## config.mk

```make
export PLATFORM = sky130hd
export DESIGN_NAME = dial_tracker_param
export DESIGN_NICKNAME = d
export VERILOG_FILES = /design/src/rtl/dial_tracker_param.sv
export SDC_FILE = /design/constraint.sdc
export NUM_CORES = 1
export LEC_CHECK = 0
export ABC_AREA = 1
export CORE_AREA = 2 2 125 127
export DETAILED_ROUTE_END_ITERATION = 10
export DIE_AREA = 0 0 127 129
export MAX_ROUTING_LAYER = met4
export PLACE_DENSITY = 0.9
export SLEW_MARGIN = 20
export SYNTH_ARGS = -nofsm -noshare
export SYNTH_HDL_FRONTEND = slang
export SYNTH_SLANG_ARGS = --single-unit
```

## constraint.sdc

```tcl
create_clock -name clock -period 3.5 [get_ports clock]
set_input_delay 0.875 -clock clock [delete_from_list [all_inputs] [get_ports clock]]
set_output_delay 0.875 -clock clock [all_outputs]
set_load 0.01 [all_outputs]
```

## src/rtl/dial_tracker_param.sv

```systemverilog
// Rotary dial tracker: walks the dial one position (or one full revolution) per
// cycle and accumulates zero landings, zero-ending instructions and completions.
module dial_tracker_param #(
  parameter int DIAL_SIZE   = 100,
  parameter int START_POS   = 50,
  parameter int COUNT_WIDTH = 16,
  parameter int ACC_WIDTH   = 32,
  parameter int FAST_WRAP   = 0,
  localparam int PW         = $clog2(DIAL_SIZE)
) (
  input  logic                   clock,
  input  logic                   reset,
  input  logic                   instruction_valid,
  input  logic                   direction,
  input  logic [COUNT_WIDTH-1:0] count,
  input  logic                   clear,
  output logic                   instruction_ready,
  output logic                   busy,
  output logic                   instr_done,
  output logic [PW-1:0]          dial_position,
  output logic [ACC_WIDTH-1:0]   hits,
  output logic [ACC_WIDTH-1:0]   passes,
  output logic [ACC_WIDTH-1:0]   instr_count
);

  typedef enum logic [1:0] {S_IDLE, S_STEP, S_FINISH} state_e;

  localparam int RW = COUNT_WIDTH + 32;
  localparam logic [PW-1:0]          POS_MAX   = PW'(DIAL_SIZE - 1);
  localparam logic [PW-1:0]          POS_START = PW'(START_POS);
  localparam logic [ACC_WIDTH-1:0]   ACC_MAX   = '1;
  localparam logic [RW-1:0]          DIAL_W    = RW'(DIAL_SIZE);
  localparam logic [COUNT_WIDTH-1:0] DIAL_C    = COUNT_WIDTH'(DIAL_SIZE);

  state_e                 state_q, state_d;
  logic [PW-1:0]          pos_q, pos_d;
  logic [COUNT_WIDTH-1:0] rem_q, rem_d;
  logic                   dir_q, dir_d;
  logic [ACC_WIDTH-1:0]   hits_q, hits_d, passes_q, passes_d, icnt_q, icnt_d;
  logic                   pass_inc, hit_inc, done_inc, fast_ok;

  function automatic logic [ACC_WIDTH-1:0] sat_inc(input logic [ACC_WIDTH-1:0] v,
                                                   input logic en);
    return (en && v != ACC_MAX) ? v + ACC_WIDTH'(1) : v;
  endfunction

  // DIAL_C is only used once rem_q >= DIAL_SIZE, so its truncation never matters
  assign fast_ok = (FAST_WRAP != 0) && (RW'(rem_q) >= DIAL_W);

  always_comb begin
    state_d  = state_q;
    pos_d    = pos_q;
    rem_d    = rem_q;
    dir_d    = dir_q;
    pass_inc = 1'b0;
    hit_inc  = 1'b0;
    done_inc = 1'b0;
    case (state_q)
      S_IDLE: begin
        if (instruction_valid && count != '0) begin
          rem_d   = count;
          dir_d   = direction;
          state_d = S_STEP;
        end
      end
      S_STEP: begin
        if (fast_ok) begin
          rem_d    = rem_q - DIAL_C;
          pass_inc = 1'b1;
        end else begin
          if (dir_q) pos_d = (pos_q == POS_MAX) ? '0 : pos_q + PW'(1);
          else       pos_d = (pos_q == '0) ? POS_MAX : pos_q - PW'(1);
          pass_inc = (pos_d == '0);
          rem_d    = rem_q - COUNT_WIDTH'(1);
        end
        if (rem_d == '0) state_d = S_FINISH;
      end
      S_FINISH: begin
        hit_inc  = (pos_q == '0);
        done_inc = 1'b1;
        state_d  = S_IDLE;
      end
      default: state_d = S_IDLE;
    endcase

    if (clear) begin
      hits_d   = '0;
      passes_d = '0;
      icnt_d   = '0;
    end else begin
      hits_d   = sat_inc(hits_q, hit_inc);
      passes_d = sat_inc(passes_q, pass_inc);
      icnt_d   = sat_inc(icnt_q, done_inc);
    end
  end

  always_ff @(posedge clock or negedge reset) begin
    if (!reset) begin
      state_q  <= S_IDLE;
      pos_q    <= POS_START;
      rem_q    <= '0;
      dir_q    <= 1'b0;
      hits_q   <= '0;
      passes_q <= '0;
      icnt_q   <= '0;
    end else begin
      state_q  <= state_d;
      pos_q    <= pos_d;
      rem_q    <= rem_d;
      dir_q    <= dir_d;
      hits_q   <= hits_d;
      passes_q <= passes_d;
      icnt_q   <= icnt_d;
    end
  end

  assign instruction_ready = (state_q == S_IDLE);
  assign busy              = ~instruction_ready;
  assign instr_done        = (state_q == S_FINISH);
  assign dial_position     = pos_q;
  assign hits              = hits_q;
  assign passes            = passes_q;
  assign instr_count       = icnt_q;

endmodule

```

Word level (Yosys, flattened, before mapping)
Cells that the tools add are included.

storage, ports and cells
  output and inout port bits = 106
  bits in registers = 122
  input port bits = 21
  word-level logic and storage cells = 57

operators by class
  bitwise logic cells = 1
  equality and inequality tests = 8
  add/subtract/negate cells = 6
  reduce and logical (&&, ||, !) cells = 16
  mux-type cells = 19

operators by type and width
  operator                                              number
  two-way mux 32 bit                                    6
  adder 32 x 1 -> 32 bit (second input constant)        3
  != test 32 bit (second input constant)                3
  two-way mux 16 bit                                    2
  one-hot mux 16 bit (2 select lines)                   1
  two-way mux 7 bit                                     4
  zero test 16 bit                                      1
  nonzero test 16 bit                                   1
  subtractor 16 x 1 -> 16 bit (second input constant)   1
  zero test 7 bit                                       2
  nonzero test 2 bit                                    4
  adder 7 x 1 -> 7 bit (second input constant)          1
  equality test 7 bit (second input constant)           1
  subtractor 7 x 1 -> 7 bit (second input constant)     1
  AND reduction 2 bit                                   3
  logical AND 1 bit                                     4
  two-way mux 2 bit                                     2
  one-hot mux 2 bit (2 select lines)                    1
  two-way mux 1 bit                                     3
  equality test 2 x 1 -> 1 bit (second input constant)  1
  equality test 2 bit (second input constant)           1
  zero test 2 bit                                       1
  != test 2 x 1 -> 1 bit (second input constant)        1
  != test 2 bit (second input constant)                 1
  NOT 1 bit                                             1

Logic depth before layout (Yosys ltp)
  word-level depth = 9
  mapped depth = 15
  gate-level depth less buffers = 14

Worst setup path after synthesis
Ideal clock, no wire load.

  kind = register to register
  from = register pos_q[1] (netlist: dial_position[1])
  to = register passes_q[0] (netlist: passes[0])
  stages on the path, launching flop included = 14
  slack = 1.537 ns
  period minus slack after synthesis = 1.963 ns
  buffers on the path = 1
  library setup time = 0.117 ns
  required time = 3.383 ns
  arrival = 1.845 ns
  cells stage by stage = dfstp_2 > ha_1 > inv_1 > nor2_1 > nand3_1 > nand3_1 > nand2_1 > nor2_2 > nand2_2 > nor2_4 > nand2_4 > buf_6 > nand3_2 > nand2_1

between the ends
  word-level cells in the longest chain between the ends = 8
  elaborated cells on any way between the ends = 12
  classes of those cells = add/sub (2); eq/ne (1); mux (5); reduce/logical (4)

RTL lines
  item                                               line    source
  start: declaration                                 36      logic [PW-1:0] pos_q, pos_d;
  start signal: assignment                           108     pos_q <= pos_d;
  subtractor 7 x 1 -> 7 bit (tied with other cells)  72      else pos_d = (pos_q == '0) ? POS_MAX : pos_q - PW'(1);
  two-way mux 7 bit, on equally long branches        72, 71
  two-way mux 7 bit (*)                              71      if (dir_q) pos_d = (pos_q == POS_MAX) ? '0 : pos_q + PW'(1);
  two-way mux 7 bit (*)                              58      case (state_q)
  zero test 7 bit (*)                                73      pass_inc = (pos_d == '0);
  two-way mux 1 bit (*)                              58
  logical AND 1 bit (*)                              44      return (en && v != ACC_MAX) ? v + ACC_WIDTH'(1) : v;
  nonzero test 2 bit (no line) (*)                   --
  end signal: assignment                             112     passes_q <= passes_d;
  end: declaration                                   39      logic [ACC_WIDTH-1:0] hits_q, hits_d, passes_q, passes_d, icnt_q, icnt_d;

Every way passes the cells marked *; elsewhere a longest branch is shown, timed or not. The select of a mux whose other input is x is not followed.
A chain may end at the register's enable or synchronous reset.

Worst setup path after layout
  from = register pos_q[0] (netlist: dial_position[0])
  to = register hits_q[5] (netlist: hits[5])

between the ends
  word-level cells in the longest chain between the ends = 4

RTL lines
  item                          line  source
  zero test 7 bit               79    hit_inc = (pos_q == '0);
  two-way mux 1 bit             58
  logical AND 1 bit             44
  nonzero test 2 bit (no line)  --
  end signal: assignment        111   hits_q <= hits_d;
  end: declaration              39

Every way passes these cells.

==> out/results.txt <==
outcome = finished clean
endpoints failing hold = 0
GPL Wtd Cong = 0.9847
most frequent cells after synthesis = nand2_1, nor2_1, inv_1
final worst-path cycle share = 75.23%
async set or reset register ratio after synthesis = 100.0%
Hold WC Path Type = primary input to asynchronous set/reset pin
Seq cells post-synth = 122
Die Area = 16380 sq um
Site Rows = 45
final setup violation count = 0
most frequent cell after synthesis = nand2_1
Final Net Count = 1485
Max Fanout on Critical Path = 22
postcts setup bufs = 0
Die Width = 127 um
Fill cells = 1227
peak supply drop = 392.0 uV
final core occ = 72.13%
Switching Power = 0.001273 W
I/O Pins = 127
largest net degree at the start of global routing = 115
total gr overflow = 0
critical path type = flip-flop to flip-flop
Syn Area/Cell = 6.577 sq um
sw frac = 30.69%
vias per cell = 5.768
clock transition at the registers of the reported paths = 0.06 ns
PD cells = 383.9 nW/um^2
worst hold margin = 0.3956 ns
DR DRC count = 0
Max-Cap Viols = 0
fin cells = 1657
IO Port Bufs = 126
wire length of the first global-routing pass = 41570 um
H-Tree Depth = 4
Routed Antenna Nets = 0
Setup Total Neg Slack = 0 ns
Internal Power = 0.002875 W
Mapped Area = 8840 sq um
ys flop type = dfrtp_1
Synth area leader = dfrtp_1
pre-CTS WS = 0.7013 ns
final wirelength = 24900 um
Cells after Synth = 1344
starting density of the core = 59.02%
Worst-Margin Slew = 1.032 ns
first-pass iteration count of the detailed router = 8
Flop pwr share = 37.6%
unrepaired setup endpoints after global routing = false
via count = 9558
number of global-route vias before repair = 8848
Worst Setup Start Kind = flip-flop
layout cells sized above 1 = 6.875%
final worst slack = 0.8669 ns
share of the synthesized area in the top cell type = 33.69%
overall routing resource usage = 32.13%
max-slew violations = 0
initial antenna violation count = 0
Synth cell types = 37
CTS Hold Buffers Added = 0
CTS Sinks = 122
Lkg Pwr = 4.748 nW
minimum clock period = 2.633 ns
CTS tree = built
sequential area share after synthesis = 34.58%
Syn-to-layout area delta = 22.21%
Inst Count DP = 1625
dominant cells by area after synthesis = dfrtp_1, nand2_1, nor2_1
deepest clock path buffer count = 2
WL/cell = 15.03 um
core area = 14980 sq um
Slew headroom = 30.80%
Max Clock Freq = 379.8 MHz
Detail Placement HPWL = 17740 um
number of synthesized flops with an enable pin = 0
Final Skew = 0.01057 ns
cts bufs inserted = 17
CP endpoint kind = flip-flop
Gate power share = 18.4%
clock share of power = 44.1%
Syn Nets = 1373
Clock Latency Late Sink = 0.43 ns
clock root buffer = clkbuf_16
CP required = 3.79 ns
Ys Warns = 0
DIE HEIGHT = 129 um
Inserted Diodes = 0
DR iter-0 viols = 915
PostCTS Resize Cnt = 0
Worst Path Arrival = 2.92 ns
-- flip-flops by register name, indices dropped and copies added (netlist names) --
signal / cells
dir_q: 1
dial_position: 7
state_q: 2
rem_q: 16
instr_count: 32
passes: 32
hits: 32
-- path summary, 6_finish.rpt --
path                                               from                            to  slack (ns)  cells after the start
max in group asynchronous                         reset  dial_position[4]$_DFFE_PN1P_        2.26                      2
max                        dial_position[0]$_DFFE_PN0P_           hits[5]$_DFFE_PN0P_        0.87                     12
min                                               reset          hits[24]$_DFFE_PN0P_        0.40                      1
max reg2reg                dial_position[0]$_DFFE_PN0P_           hits[5]$_DFFE_PN0P_        0.87                     12
min reg2reg                dial_position[4]$_DFFE_PN1P_  dial_position[4]$_DFFE_PN1P_        0.55                      2
min in group clock         dial_position[4]$_DFFE_PN1P_  dial_position[4]$_DFFE_PN1P_        0.55                      2
-- power by group through the flow --
stage	registers [W]	logic, W	clock network, W
after floorplan	0.00154	0.000617	0
after global placement	0.00158	0.000737	0
after detailed placement	0.00158	0.000753	0
after CTS	0.00156	0.000756	0.00184
after global routing	0.00157	0.000838	0.00191
final	0.00156	0.000762	0.00183
-- per-stage QoR --
| step | total power (W) | area [sq um] |
|---|---|---|
| 2_1_floorplan | 0.002158 | 8840 |
| 3_3_place_gp | 0.002316 | 10190 |
| 3_5_place_dp | 0.002335 | 10190 |
| 4_1_cts | 0.004158 | 10800 |
| 5_1_grt | 0.004319 | 10800 |
| 6_report | 0.004148 | 10800 |
-- cell families (layout without fill, tap and decap cells) --
logic type | count (synthesis) | after routing | share of synthesized area, %
AND/OR/NAND/NOR | 902 | 902 | 46.04
buffers and inverters | 186 | 311 | 8.875
flip-flops | 122 | 122 | 34.58
AO/OA/AOI/OAI | 91 | 91 | 5.902
XOR/XNOR | 35 | 35 | 3.468
adder cells (fa/ha/maj) | 8 | 8 | 1.132
-- placed cells by master (no fill, tap or decap), drive strengths merged, types with 11 or more instances in the layout --
master and count:
a21oi 15, buf 11, clkbuf 21, clkdlybuf4s50 125, dfrtp 119, inv 141
nand2 437, nand3 138, nand4 76, nor2 207, nor3 33, o21ai 59
xnor2 11, xor2 24
-- per-layer routing --
layer	wire length [um]	up-vias	global-route usage [%]
met5	0	-	-
li1	-	4588	-
met3	2103	57	5.863
met4	485	0	10.34
met2	12250	480	53.07
met1	10060	4433	40.31
-- worst max-delay path, cell delays in order, from the launching register on --
cell	delay, ns
dfrtp_1	0.43
inv_1	0.21
ha_1	0.18
inv_1	0.03
nor2_1	0.10
nand3_2	0.16
nor2_1	0.17
nand2_1	0.26
nand2_1	0.13
buf_4	0.29
clkinv_1	0.31
nand2_1	0.13
o31ai_1	0.07
-- layout make-up --
class	instances	area [sq um]	share of cell area, %
Tap cell	188	235.2	2.177
Clock buffer	21	470.5	4.355
Clock inverter	11	143.9	1.332
Timing Repair Buffer	136	1359	12.58
Inverter	143	539.3	4.992
Sequential cell	122	3057	28.29
Multi-Input combinational cell	1036	4999	46.27
Note: power is estimated with default switching activity, not from simulation.
==> variant 1: new RTL, same flow settings <==
`COUNT_WIDTH`: 16 -> 18.
--- a/src/rtl/dial_tracker_param.sv
+++ b/src/rtl/dial_tracker_param.sv
@@ -5,3 +5,3 @@
   parameter int START_POS   = 50,
-  parameter int COUNT_WIDTH = 16,
+  parameter int COUNT_WIDTH = 18,
   parameter int ACC_WIDTH   = 32,
Interface: changed (resized count); port bits go from 127 to 129. The function was not compared with the original's and may differ.
==> variant 1 against the unedited design <==
- wire length up 1.4%
- die area stayed put
- design area decreased by 0.87%
- clock skew is 0.0037 ns lower
- combinational power shrank 14%
- largest cell class unchanged
- count of clock-buffer cells in the layout up 3
- worst setup slack worse by 0.090 ns
- critical path type unchanged
- power down 6.0%
- highest routed layer unchanged
- via count shrank 0.23%
- first-iteration DRC count up 17%
- sequential cell count increased by 2
- synthesized area decreased by 0.55%
==> variant 1: results (changes against the unedited design) <==
global_routing:
  grt_pass1_vias: 8512  # was 8,848
  grt_util_met1_pct: 43.5  # was 40.3%
  grt_max_degree: 93  # was 115
  track_usage_pct: 32.1  # about the same
  grt_util_met2_pct: 51.7  # was 53.1%
placement:
  dp_cells: 1632  # was 1,625
  place_worst_setup_slack_ns: 0.597  # was 0.701 ns
  place_area_sq_mm: 0.0102  # about the same
  gp_congestion: 0.948  # was 0.985
  placement.io_buffers: 128  # was 126
setup_path:
  slowest_delay_ns: 0.58  # was 0.43 ns
  arrival_ns: 3.09  # was 2.92 ns
  r2r_slack_ns: 0.78  # was 0.87 ns
  cp_slowest_cell: "nor2_4"  # was dfrtp_1
  worstSetupEndpoint: "passes[13]"  # was hits[5]
final_layout:
  fin_cells: 1663  # was 1,657
  drive_gt1_share_pct: 4.27  # was 6.88%
  fillers: 1249  # was 1,227
  nets: 1494  # was 1,485
power:
  p_switching_mw: 1.19  # was 1.27 mW
  p_leak_nw: 4.72  # was 4.75 nW
  power_clock_mw: 1.67  # was 1.83 mW
  max-vdd-ir-drop_v: 0.000378  # was 0.000392 V
route:
  wl_per_cell_um: 15.2  # was 15.0 um
  wl_met3_um: 1930  # was 2100 um
  via_per_inst: 5.73  # was 5.77
  met2_length_um: 11900  # was 12,300 um
  drt-initial-drc-count: 1072  # was 915
  first_pass_iters: 6  # was 8
clock_network:
  clkLatencyLatePin_ns: 0.43  # about the same
synth:
  synthXorXnorAreaFrac_pct: 3.69  # was 3.47%
  synthesis.nets: 1382  # was 1,373
  syn_avg_cell_area_sq_um: 6.51  # was 6.58 sq um
  synth-seq-area-share_pct: 35.3  # was 34.6%
  synth_compound_area_share_pct: 6.55  # was 5.90%
  ys_top_cells_by_count: "nand2_1, nor2_1, inv_1"  # unchanged
  synth_fa_ha_area_share_pct: 1.14  # was 1.13%
  synth_area_leaders: "dfrtp_1, nand2_1, nor2_1"  # unchanged
outcome:
  outcome: "completed"  # unchanged
sta:
  whs_ns: 0.442  # was 0.396 ns
  fin_setup_tns_ns: 0  # unchanged
  tightest_slew_ns: 0.763  # was 1.03 ns
variant 1: changes by cell type after synthesis, moves of 8 or more:
cell and change:
nand3_2 -31, nand2_1 -27, inv_1 +25, o21ai_0 +21, nor2_1 -20, nand3_1 +19, nor3_1 +12, o211ai_1 +12
nand4_1 +9, a21o_1 -8
variant 1: cells by family (layout without fill, tap and decap cells):
| kind of cell | Yosys count | in the layout |
|---|---|---|
| AO/OA/AOI/OAI | 106 | 106 |
| adder cells (fa/ha/maj) | 8 | 8 |
| buffers and inverters | 209 | 333 |
| XOR/XNOR | 37 | 37 |
| flip-flops | 124 | 124 |
| AND/OR/NAND/NOR | 867 | 867 |
variant 1: layout make-up:
cell class / instances / area [sq um] / share of cell area [%]
Timing Repair Buffer: 135 / 1370 / 12.8
Tap cell: 188 / 235 / 2.20
Clock buffer: 24 / 482 / 4.50
Multi-Input combinational cell: 1018 / 4820 / 45.0
Sequential cell: 124 / 3110 / 29.0
Clock inverter: 7 / 65.1 / 0.608
Inverter: 167 / 628 / 5.87
==> variant 2: new RTL, config.mk and constraints unchanged <==
Made on the original files. Encoding of `state_e`: now one-hot (3 bits for 3 states).
--- a/src/rtl/dial_tracker_param.sv
+++ b/src/rtl/dial_tracker_param.sv
@@ -25,3 +25,3 @@
 
-  typedef enum logic [1:0] {S_IDLE, S_STEP, S_FINISH} state_e;
+  typedef enum logic [2:0] {S_IDLE = 3'b001, S_STEP = 3'b010, S_FINISH = 3'b100} state_e;
 
Check against the original RTL: no difference found for any inputs over 10 cycles, from zero or initial values and one cycle with reset low; not proved beyond that.
==> variant 2 against the unedited design <==
- worst hold slack gained 0.083 ns
- worst setup slack lost 0.46 ns
- sequential cell count increased by 1
- first-iteration DRC count rose by 4.6%
- wire length rose by 0.65%
- synthesized area is 1.1% lower
- design area fell by 0.70%
- via count decreased by 2.5%
- critical endpoint is now instruction_ready
- highest routed layer unchanged
Power is not compared: it rests on default switching activity, and its combinational part moved more than twofold at a synthesized area within 25%.
==> variant 2: results (changes against the unedited design) <==
global_routing:
  grt_util_met1_pct: 42.7  # was 40.3%
  grt_use_met3_pct: 4.99  # was 5.86%
  grt_max_degree: 54  # was 115
  track_usage_pct: 31.9  # was 32.1%
final_layout:
  fillers: 1264  # was 1,227
  num-nonclk-buffers: 138  # was 136
  finalCoreUtilization_pct: 71.6  # was 72.1%
  multi_input_cells: 1011  # was 1,036
  buffer_area_share_pct: 12.7  # was 12.6%
  inv_count: 153  # was 143
  drive_gt1_share_pct: 6.18  # was 6.88%
  sh_seq_area_pct: 28.7  # was 28.3%
  seq_cells: 123  # was 122
  multi_input_area_share_pct: 45.3  # was 46.3%
synth:
  syn_avg_cell_area_sq_um: 6.59  # was 6.58 sq um
  ys_top_cells_by_count: "nand2_1, nor2_1, inv_1"  # unchanged
route:
  first_pass_iters: 7  # was 8
  wl_met3_um: 1760  # was 2100 um
setup_path:
  r2r_slack_ns: 0.77  # was 0.87 ns
  critPathMaxFanout: 4  # was 22
  cp_slowest_cell: "clkdlybuf4s50_1"  # was dfrtp_1
  r2r_cells: 11  # was 12
  worstSetupEndpoint: "instruction_ready"  # was hits[5]
  arrival_ns: 2.22  # was 2.92 ns
  crit_start: "state_q[0]"  # was dial_position[0]
  rr_endpoint: "hits[3]"  # was hits[5]
sta:
  clock_skew_ns: 0.00666  # was 0.0106 ns
  whs_ns: 0.479  # was 0.396 ns
  fin_crit_ns: 3.09  # was 2.63 ns
placement:
  place_area_sq_mm: 0.0101  # was 0.0102 sq mm
  dp.final_hpwl_um: 18100  # was 17,700 um
  place_worst_setup_slack_ns: 0.783  # was 0.701 ns
outcome:
  outcome: "completed"  # unchanged
-- variant 2: critical path, delay by kind of cell, from the launching register on --
| family | cells | cell delay, ns |
|---|---|---|
| buffers and inverters | 2 | 0.72 |
| AND/OR/NAND/NOR | 1 | 0.56 |
| flip-flops | 1 | 0.53 |
-- variant 2: kinds of logic (layout without fill, tap and decap cells) --
| logic type | after synthesis | in the layout | share of synthesized area, % |
|---|---|---|---|
| and+or+nand+nor | 859 | 859 | 43.8 |
| buffers and inverters | 193 | 323 | 9.12 |
| DFF | 123 | 123 | 35.3 |
| AOI/OAI and AO/OA | 101 | 101 | 6.39 |
| xor gates and xnor gates | 43 | 43 | 4.31 |
| adders and majority gates | 8 | 8 | 1.15 |
-- variant 2: power groups by stage --
stage | registers, mW | clock network, mW | logic, mW
CTS | 1.43 | 1.86 | 0.131
global route | 1.43 | 1.93 | 0.144
floorplan | 1.46 | 0 | 0.0500
detailed placement | 1.46 | 0 | 0.131
global placement | 1.46 | 0 | 0.127
finish | 1.43 | 1.86 | 0.129
